--- config.mk ---
export PLATFORM = sky130hd
export DESIGN_NAME = vram_slot_arbiter
export DESIGN_NICKNAME = d
export VERILOG_FILES = /design/src/rtl/vram_slot_arbiter.sv
export SDC_FILE = /design/constraint.sdc
export NUM_CORES = 1
export LEC_CHECK = 0
export ABC_AREA = 1
export CELL_PAD_IN_SITES_DETAIL_PLACEMENT = 1
export CELL_PAD_IN_SITES_GLOBAL_PLACEMENT = 1
export CORE_MARGIN = 1.5
export CORE_UTILIZATION = 29
export DETAILED_ROUTE_END_ITERATION = 8
export PLACE_DENSITY = 0.81
export SKIP_CTS_REPAIR_TIMING = 1
export SLEW_MARGIN = 20
export SYNTH_ARGS = -nofsm -noshare
export SYNTH_HDL_FRONTEND = slang
export SYNTH_SLANG_ARGS = --single-unit
--- constraint.sdc ---
create_clock -name CLK_48M -period 1.7 [get_ports CLK_48M]
set_input_delay 0.51 -clock CLK_48M [delete_from_list [all_inputs] [get_ports CLK_48M]]
set_output_delay 0.51 -clock CLK_48M [all_outputs]
set_load 0.03 [all_outputs]
--- src/rtl/vram_slot_arbiter.sv ---
// Time-slot arbiter sharing one video RAM between the tile fetcher and two CPUs.
// Slots follow the 6 MHz pixel strobe; even slots go to video during active display.
//
// Ports:
//   CLK_48M, nVRESETH             clock, async active-low reset
//   pix_ce, hphase                pixel strobe and slot number {4H,2H,1H}
//   nHBLANK, nVBLANK              blanking (used only with VRAM_ARB_BLANK_CPU_EN)
//   vid_req/addr/valid/rdata      tile fetch port
//   cpuN_req/we/addr/wdata        CPU request ports, N=0,1
//   cpuN_ack/rdata                CPU completion and read data
//   ram_cs/we/addr/wdata/rdata    shared RAM port
//
// Option macro: VRAM_ARB_BLANK_CPU_EN -- CPUs own every slot during blanking.
module vram_slot_arbiter #(
    parameter int ADDR_W = 13,
    parameter int DATA_W = 8,
    parameter int RD_TAP = 6
) (
    input  logic              CLK_48M,
    input  logic              nVRESETH,
    input  logic              pix_ce,
    input  logic [2:0]        hphase,
    input  logic              nHBLANK,
    input  logic              nVBLANK,
    input  logic              vid_req,
    input  logic [ADDR_W-1:0] vid_addr,
    output logic              vid_valid,
    output logic [DATA_W-1:0] vid_rdata,
    input  logic              cpu0_req,
    input  logic              cpu0_we,
    input  logic [ADDR_W-1:0] cpu0_addr,
    input  logic [DATA_W-1:0] cpu0_wdata,
    output logic              cpu0_ack,
    output logic [DATA_W-1:0] cpu0_rdata,
    input  logic              cpu1_req,
    input  logic              cpu1_we,
    input  logic [ADDR_W-1:0] cpu1_addr,
    input  logic [DATA_W-1:0] cpu1_wdata,
    output logic              cpu1_ack,
    output logic [DATA_W-1:0] cpu1_rdata,
    output logic              ram_cs,
    output logic              ram_we,
    output logic [ADDR_W-1:0] ram_addr,
    output logic [DATA_W-1:0] ram_wdata,
    input  logic [DATA_W-1:0] ram_rdata
);

    typedef enum logic [1:0] {IDLE, VID, CPU0, CPU1} own_t;

    localparam logic [2:0] TAP = 3'(RD_TAP);

    own_t       owner;
    own_t       own_nxt;
    logic [2:0] sub;
    logic [2:0] sub_nxt;
    logic       rr;
    logic       rr_use;
    logic       slot_we;
    logic       blank;

`ifdef VRAM_ARB_BLANK_CPU_EN
    assign blank = ~(nHBLANK & nVBLANK);
`else
    logic unused_blank;
    assign blank        = 1'b0;
    assign unused_blank = nHBLANK ^ nVBLANK;
`endif

    // Sub-cycle saturates so a missing pix_ce holds the slot without a second ack.
    assign sub_nxt = pix_ce ? 3'd0 : ((sub == 3'd7) ? 3'd7 : sub + 3'd1);

    always_comb begin
        own_nxt = IDLE;
        rr_use  = 1'b0;
        if (blank) begin
            rr_use = 1'b1;
        end else if (!hphase[0]) begin
            if (vid_req) own_nxt = VID;
            else         rr_use  = 1'b1;
        end else if (!hphase[1]) begin
            own_nxt = cpu0_req ? CPU0 : (cpu1_req ? CPU1 : IDLE);
        end else begin
            own_nxt = cpu1_req ? CPU1 : (cpu0_req ? CPU0 : IDLE);
        end
        if (rr_use) begin
            if (!rr) own_nxt = cpu0_req ? CPU0 : (cpu1_req ? CPU1 : IDLE);
            else     own_nxt = cpu1_req ? CPU1 : (cpu0_req ? CPU0 : IDLE);
        end
    end

    always_ff @(posedge CLK_48M or negedge nVRESETH) begin
        if (!nVRESETH) begin
            owner      <= IDLE;
            sub        <= 3'd0;
            rr         <= 1'b0;
            slot_we    <= 1'b0;
            vid_valid  <= 1'b0;
            vid_rdata  <= '0;
            cpu0_ack   <= 1'b0;
            cpu0_rdata <= '0;
            cpu1_ack   <= 1'b0;
            cpu1_rdata <= '0;
            ram_cs     <= 1'b0;
            ram_we     <= 1'b0;
            ram_addr   <= '0;
            ram_wdata  <= '0;
        end else begin
            sub       <= sub_nxt;
            vid_valid <= 1'b0;
            cpu0_ack  <= 1'b0;
            cpu1_ack  <= 1'b0;
            if (pix_ce) begin
                owner  <= own_nxt;
                ram_cs <= (own_nxt != IDLE);
                ram_we <= 1'b0;
                // Pointer moves away from whichever CPU won a shared slot.
                if (rr_use && own_nxt == CPU0) rr <= 1'b1;
                if (rr_use && own_nxt == CPU1) rr <= 1'b0;
                unique case (own_nxt)
                    VID: begin
                        ram_addr  <= vid_addr;
                        ram_wdata <= '0;
                        slot_we   <= 1'b0;
                    end
                    CPU0: begin
                        ram_addr  <= cpu0_addr;
                        ram_wdata <= cpu0_wdata;
                        slot_we   <= cpu0_we;
                    end
                    CPU1: begin
                        ram_addr  <= cpu1_addr;
                        ram_wdata <= cpu1_wdata;
                        slot_we   <= cpu1_we;
                    end
                    IDLE: begin
                        slot_we <= 1'b0;
                    end
                endcase
            end else begin
                // Strobe sits inside the slot so address/data are settled on both edges.
                ram_we <= slot_we && (sub_nxt >= 3'd2) && (sub_nxt <= 3'd5);
                if (sub_nxt == TAP) begin
                    unique case (owner)
                        VID: begin
                            vid_valid <= 1'b1;
                            vid_rdata <= ram_rdata;
                        end
                        CPU0: begin
                            cpu0_ack   <= 1'b1;
                            cpu0_rdata <= ram_rdata;
                        end
                        CPU1: begin
                            cpu1_ack   <= 1'b1;
                            cpu1_rdata <= ram_rdata;
                        end
                        IDLE: ;
                    endcase
                end
            end
        end
    end

endmodule

### Word level (Yosys, flattened, before mapping)

Cells that the tools add are included.

| operators by class | value |
|---|---|
| bitwise logic cells | 1 |
| add/subtract/negate cells | 1 |
| equality and inequality tests | 8 |
| mux-type cells | 28 |
| reduce and logical (&&, ||, !) cells | 14 |
| order comparisons | 2 |

Operator list:

| kind | number |
|---|---|
| one-hot mux 13 bit (3 select lines) | 1 |
| one-hot mux 8 bit (3 select lines) | 1 |
| two-way mux 2 bit | 8 |
| two-way mux 1 bit | 15 |
| AND reduction 3 bit | 3 |
| equality test 2 bit (second input constant) | 4 |
| equality test 3 bit (second input constant) | 2 |
| two-way mux 3 bit | 2 |
| equality test 2 x 1 -> 1 bit (second input constant) | 2 |
| logical AND 1 bit | 4 |
| AND reduction 2 bit | 2 |
| nonzero test 2 bit | 2 |
| adder 3 x 1 -> 3 bit (second input constant) | 1 |
| >= comparator 3 x 2 -> 1 bit (second input constant) | 1 |
| <= comparator 3 bit (second input constant) | 1 |
| one-hot mux 1 bit (3 select lines) | 1 |
| nonzero test 3 bit | 1 |
| logical NOT 2 bit | 1 |
| OR reduction 2 bit | 1 |
| inverter 1 bit | 1 |

| word-level totals | value |
|---|---|
| output and inout port bits | 50 |
| bits in registers | 57 |
| input port bits | 76 |

### Longest topological paths before layout

Gate-level depths: netlist of run 1.

| depth | value |
|---|---|
| depth after elaboration | 9 |
| depth in mapped cells | 10 |

### Worst setup path before layout of run 1

Ideal clock, no wire load.

| path | value |
|---|---|
| kind | input to register |
| start point | input port pix_ce |
| end point | register vid_rdata[0] |
| buffers on the path | 2 |
| arrival time | 1.367 ns |
| cell stages on the path | 6 |
| setup slack | 0.207 ns |
| cell sequence | buf_6 > nor2_4 > nand3_4 > nor3_4 > buf_4 > o21ai_0 |

| between the ends | value |
|---|---|
| word-level cells in the longest chain between the ends | 3 |

RTL lines:

| what | line | text |
|---|---|---|
| from (decl) | 21 | `input logic pix_ce,` |
| two-way mux 3 bit | 70 | `assign sub_nxt = pix_ce ? 3'd0 : ((sub == 3'd7) ? 3'd7 : sub + 3'd1);` |
| via sub_nxt[2] | 55 | `logic [2:0] sub_nxt;` |
| equality test 3 bit | 142 | `if (sub_nxt == TAP) begin` |
| AND reduction 3 bit (no source line) | -- |  |
| to (signal assigned) | 146 | `vid_rdata <= ram_rdata;` |
| to (decl) | 28 | `output logic [DATA_W-1:0] vid_rdata,` |

The timed path passes the listed nets, and every way through them passes these cells.
A chain may end at the register's enable or synchronous reset.

### Worst setup path after layout of run 1

| path | value |
|---|---|
| start point | register sub[0] |
| end point | register cpu1_rdata[0] |

| between the ends | value |
|---|---|
| word-level cells in the longest chain between the ends | 5 |

RTL lines:

| what | line | text |
|---|---|---|
| from (decl) | 54 | `logic [2:0] sub;` |
| from (signal assigned) | 108 | `sub <= sub_nxt;` |
| adder 3 x 1 -> 3 bit or equality test 3 bit (tied branches) | 70 |  |
| two-way mux 3 bit * (2 in a row) | 70 |  |
| equality test 3 bit * | 142 |  |
| AND reduction 3 bit (no source line) * | -- |  |
| to (signal assigned) | 154 | `cpu1_rdata <= ram_rdata;` |
| to (decl) | 40 | `output logic [DATA_W-1:0] cpu1_rdata,` |

Every way passes the cells marked *; elsewhere a longest branch is shown, timed or not.

==> qor.yml, run 1 <==
skew_ps: 9.18
antenna_cells: 0
final_common_cell: "nand2_1"
worstReg2RegStart: "sub[0]"
p_sw_share_pct: 33.9
routed_via_density: 4.74
seqPwrFrac_pct: 35.9
finalMaxSlewViolations: 0
peakVddDrop_mv: 0.365
overflow: 0
cts_root_buf: "clkbuf_8"
endpoint_kind: "register"
cts.path.max_buffers: 2
grtUsageTotal_pct: 18.1
path_max_fanout: 8
power_switching_w: 0.00160
leakage_nw: 2.58
drtPass1Iterations: 4
finalPower_w: 0.00473
arrival_ps: 1840
synth_cells: 340
syn-num-nets: 417
grt_start_max_net_pins: 58
dpl.hpwl_um: 6620
cp-start-kind: "register"
wirelength_um: 9590
worst_hold_slack_ps: 181
ctsHtreeMaxLevel: 3
min_period_over_period_pct: 96.7
syn_to_final_growth_pct: 74.4
initial_core_util_pct: 30.0
drtAntennaViolNets: 0
period_minus_slack_ps: 1640
ys_seq_elements: 57
path_clk_slew_ps: 80
drt_iter0_markers: 57
port_buffers: 122
place_area_um2: 4360
post-route-util_pct: 52.3
crit_required_ps: 1900
drv_cap: 0
antenna_found_initial: 0
synth_warnings: 0
io_pins: 126
finalInstanceArea_um2: 4860
synth.distinct_cells: 24
yosysSeqAreaShare_pct: 51.2
drive_above_1_share_pct: 14.3
grt_pass1_wl_um: 14400
vias: 2931
slew_headroom_pct: 75.5
rr_endpoint: "cpu1_rdata[0]"
clk_latency_ps: 330
syn_avg_cell_area_um2: 8.20
r2r_slack_ps: 60
combPwrFrac_pct: 33.6
core_area_um2: 9280
die_y_um: 101
final_cell_mix: "nand2_1, clkdlybuf4s50_1, dfrtp_1"
die_w_um: 101
setup_violations: 0
hp-class: "in -> async"
remaining_drc_errors: 0
clkSinkCount: 57
tightest_slew_ps: 367
powerDensity_nw_per_um2: 974
hold_violations: 0
fin_nets: 561
status: "finished clean"
totalNegativeSetupSlack_ps: 0
row_count: 35
max_freq_mhz: 608
grt_pass1_vias: 3010
die_area_um2: 10200
syn_area_um2: 2790
cts_tree: "yes"
worstRegToRegCells: 9
numCtsBuffers: 9
place.gp.congestion: 0.741
p_clk_share_pct: 30.5
path_class: "reg -> reg"
wl_per_cell_um: 15.5
internal_power_w: 0.00313
-- flip-flops by register name, summed over array words and instances, names as in the netlist --
register / count
cpu1_rdata: 8
slot_we: 1
rr: 1
ram_we: 1
cpu0_ack: 1
vid_rdata: 8
sub: 3
cpu1_ack: 1
owner: 2
cpu0_rdata: 8
ram_wdata: 8
vid_valid: 1
ram_cs: 1
ram_addr: 13
-- critical path: stages (launching register included) --
cell,delay [ps]
dfrtp_1,400
ha_2,210
nand2_2,70
nand2_1,60
inv_2,80
nand3_4,110
nor3_4,210
buf_12,140
clkbuf_16,140
o21ai_0,90
-- worst max path at each step --
stage                     cells after the start  slack (ps)            end        start
after global routing                         10         -50  cpu1_rdata[0]       sub[0]
after floorplan                               6         210   vid_rdata[0]       pix_ce
final                                         9          60  cpu1_rdata[0]       sub[0]
after CTS                                     1        -210    ram_addr[2]  ram_addr[2]
after detailed placement                      8        -440   ram_addr[10]    hphase[0]
after global placement                       11        -340        slot_we    hphase[0]
-- metrics by stage --
step	cells	worst slack, ps
2_1_floorplan	340	207
3_3_place_gp	597	-340
3_5_place_dp	597	-440
4_1_cts	613	-215
5_1_grt	618	-45.5
6_report	618	56.4
-- final cells by class --
| class | instances | area (um2) |
|---|---|---|
| tap | 129 | 161 |
| timing repair buffer | 152 | 1770 |
| clock inverter | 6 | 91.3 |
| inverter | 33 | 124 |
| fill | 1094 | 4420 |
| clock buffer | 10 | 138 |
| sequential | 57 | 1430 |
| multi-input combinational | 231 | 1150 |
-- power by group through the flow --
stage / logic (W) / clock network [W] / registers [W]
6_report: 0.00159 / 0.00145 / 0.00170
3_3_place_gp: 0.00155 / 0 / 0.00172
2_1_floorplan: 0.000378 / 0 / 0.00211
3_5_place_dp: 0.00159 / 0 / 0.00173
5_1_grt: 0.00171 / 0.00152 / 0.00172
4_1_cts: 0.00160 / 0.00147 / 0.00171
-- synth_stat cells (all sizes together) --
cell,number,share of area (%)
buf,17,3.9
nand4,22,4.9
nor3,3,1.8
inv,33,4.4
mux2,1,0.40
a21oi,3,0.67
nand2,110,15
clkbuf,2,0.27
dfrtp,57,51
o21ai,30,5.5
nor2,23,3.4
ha,1,0.45
nand3b,1,0.27
nand3,37,7.5
-- metal layers --
metal | wire, um | global-route usage (%) | vias up
li1 | - | - | 1389
met1 | 3970 | 22.5 | 1431
met2 | 4950 | 31.3 | 98
met3 | 523 | 3.88 | 13
met4 | 142 | 5.88 | 0
met5 | 0 | 0 | -
-- cells by family (layout without fill, tap and decap cells) --
group / Yosys count / after routing / synth area share (%)
adders and majority gates: 1 / 1 / 0.449
muxes: 1 / 1 / 0.404
DFF: 57 / 57 / 51.2
and+or+nand+nor: 196 / 196 / 33.1
buffers and inverters: 52 / 201 / 8.62
AOI/OAI and AO/OA: 33 / 33 / 6.20
No activity file was read; power rests on OpenSTA's default activity.
==> run 2: changes to the inputs <==
TNS_END_PERCENT = 5   (was unset)
==> run 2 against run 1 <==
Compared with the run above:
- global-route usage unchanged
- core utilization down 1.2 points
- die area unchanged
- total power shrank 0.76%
- sequential share of layout area is 0.66 points higher
- routed wire length decreased by 5.4%
- combinational power about the same
- flip-flop and latch count unchanged
- critical path depth decreased by 2
- setup slack better by 86 ps
- critical path type is now in -> reg
- critical endpoint is now ram_addr[7]
- largest cell class unchanged
==> qor.yml, run 2 (synthesis gave the netlist of run 1 again) <==
status: "finished clean"
hold_violations: 0  # unchanged
die_w_um: 101  # unchanged
fin_ws_ps: 142  # +85.8 ps
hp-class: "in -> async"
clkSinkCount: 57  # unchanged
vias: 2892  # -1.3%
peakVddDrop_mv: 0.369  # +1.1%
place.gp.congestion: 0.741  # unchanged
crit_required_ps: 1920  # +20 ps
path_class: "in -> reg"
max_freq_mhz: 642  # +5.5%
overflow: 0  # unchanged
final_cell_mix: "nand2_1, clkdlybuf4s50_1, dfrtp_1"
grt_pass1_vias: 3010  # unchanged
wirelength_um: 9070  # -5.4%
arrival_ps: 1780  # -60 ps
finalPower_w: 0.00470  # -0.76%
io_pins: 126  # unchanged
drv_cap: 0  # unchanged
use_met3_pct: 3.88  # unchanged
cts.path.max_buffers: 2  # unchanged
grt_start_max_net_pins: 58  # unchanged
numCtsBuffers: 9  # unchanged
routed_via_density: 4.72  # -0.53%
grt_use_met2_pct: 31.3  # unchanged
ctsHtreeMaxLevel: 3  # unchanged
antenna_found_initial: 0  # unchanged
setup_violations: 0  # unchanged
totalNegativeSetupSlack_ps: 0  # unchanged
grt_busiest_layer: "met2"
period_minus_slack_ps: 1560  # -85.8 ps
cts_tree: "yes"
grtUsageMet1_pct: 22.5  # unchanged
grtUsageTotal_pct: 18.1  # unchanged
initial_core_util_pct: 30.0  # unchanged
path_max_fanout: 7  # -1
drt_iter0_markers: 59  # +3.5%
min_period_over_period_pct: 91.6  # -5.0 points
remaining_drc_errors: 0  # unchanged
tightest_slew_ps: 355  # -12.1 ps
final_common_cell: "nand2_1"
skew_ps: 10.5  # +1.34 ps
syn_to_final_growth_pct: 70.5
final_cell_count_no_fill: 613  # -0.81%
dpl.hpwl_um: 6620  # unchanged
clk_latency_ps: 330  # about the same
finalMaxSlewViolations: 0  # unchanged
fin_nets: 556  # -0.89%
die_y_um: 101  # unchanged
drtPass1Iterations: 4  # unchanged
antenna_cells: 0  # unchanged
wl_per_cell_um: 14.8  # -4.7%
grt_pass1_wl_um: 14400  # unchanged
leakage_nw: 2.53  # -2.0%
fill_cells: 1096  # +0.18%
row_count: 35  # unchanged
slew_headroom_pct: 76.3  # +0.81 points
regMostFlops: "ram_addr"
grt_setup_unrepaired: "yes"
drtAntennaViolNets: 0  # unchanged
drive_above_1_share_pct: 12.8  # -1.5 points
path_clk_slew_ps: 80  # about the same
powerDensity_nw_per_um2: 989  # +1.5%
place_ws_ps: -440  # unchanged
largest_reg_flops: 13  # unchanged
cts_root_buf: "clkbuf_8"
die_area_um2: 10200  # unchanged
endpoint_kind: "register"
port_buffers: 122  # unchanged
core_area_um2: 9280  # unchanged
cp-start-kind: "input port"
dp.cells: 597  # unchanged
-- run 2: worst max-delay path, stage by stage --
cell	delay [ps]
clkdlybuf4s50_1	540
buf_4	170
nand2_1	180
nand2_1	120
nand3_1	80
nor2_1	130
nor2_1	60
-- run 2: final cells by class --
type,instances,area (um2),share of cell area [%]
Timing Repair Buffer,147,1660,35.0
Sequential cell,57,1430,30.0
Multi-Input combinational cell,231,1150,24.2
Tap cell,129,161,3.40
Clock buffer,10,138,2.90
Inverter,33,124,2.61
Clock inverter,6,91.3,1.92
-- run 2: final timing paths --
path | startpoint | to | slack, ps | depth (start not counted)
min in group CLK_48M | ram_wdata[2] | ram_wdata[2] | 480 | 2
max | pix_ce | ram_addr[7] | 140 | 7
max in group asynchronous | nVRESETH | ram_wdata[6] | 1260 | 2
min | nVRESETH | vid_valid | 180 | 2
min reg2reg | ram_wdata[2] | ram_wdata[2] | 480 | 2
max reg2reg | sub[0] | cpu1_rdata[3] | 190 | 9
-- run 2: metal layers --
metal	wire, um	vias to the layer above	part of all wire (%)
met5	6	-	0.066
met2	4560	101	50
met3	526	9	5.8
li1	-	1381	-
met4	88	2	0.97
met1	3890	1399	43
-- run 2: stage by stage --
step	area, um2	utilization [%]	hold slack [ps]
CTS	4590	49.5	185
floorplan	2790	-	214
detailed placement	4360	47.0	470
finish	4750	51.2	183
global placement	4360	47.0	462
global route	4750	51.2	199
-- run 2: where the power goes --
part,internal [W],switching [W]
logic,0.000677,0.000888
registers,0.00157,0.000121
clock network,0.000867,0.000570
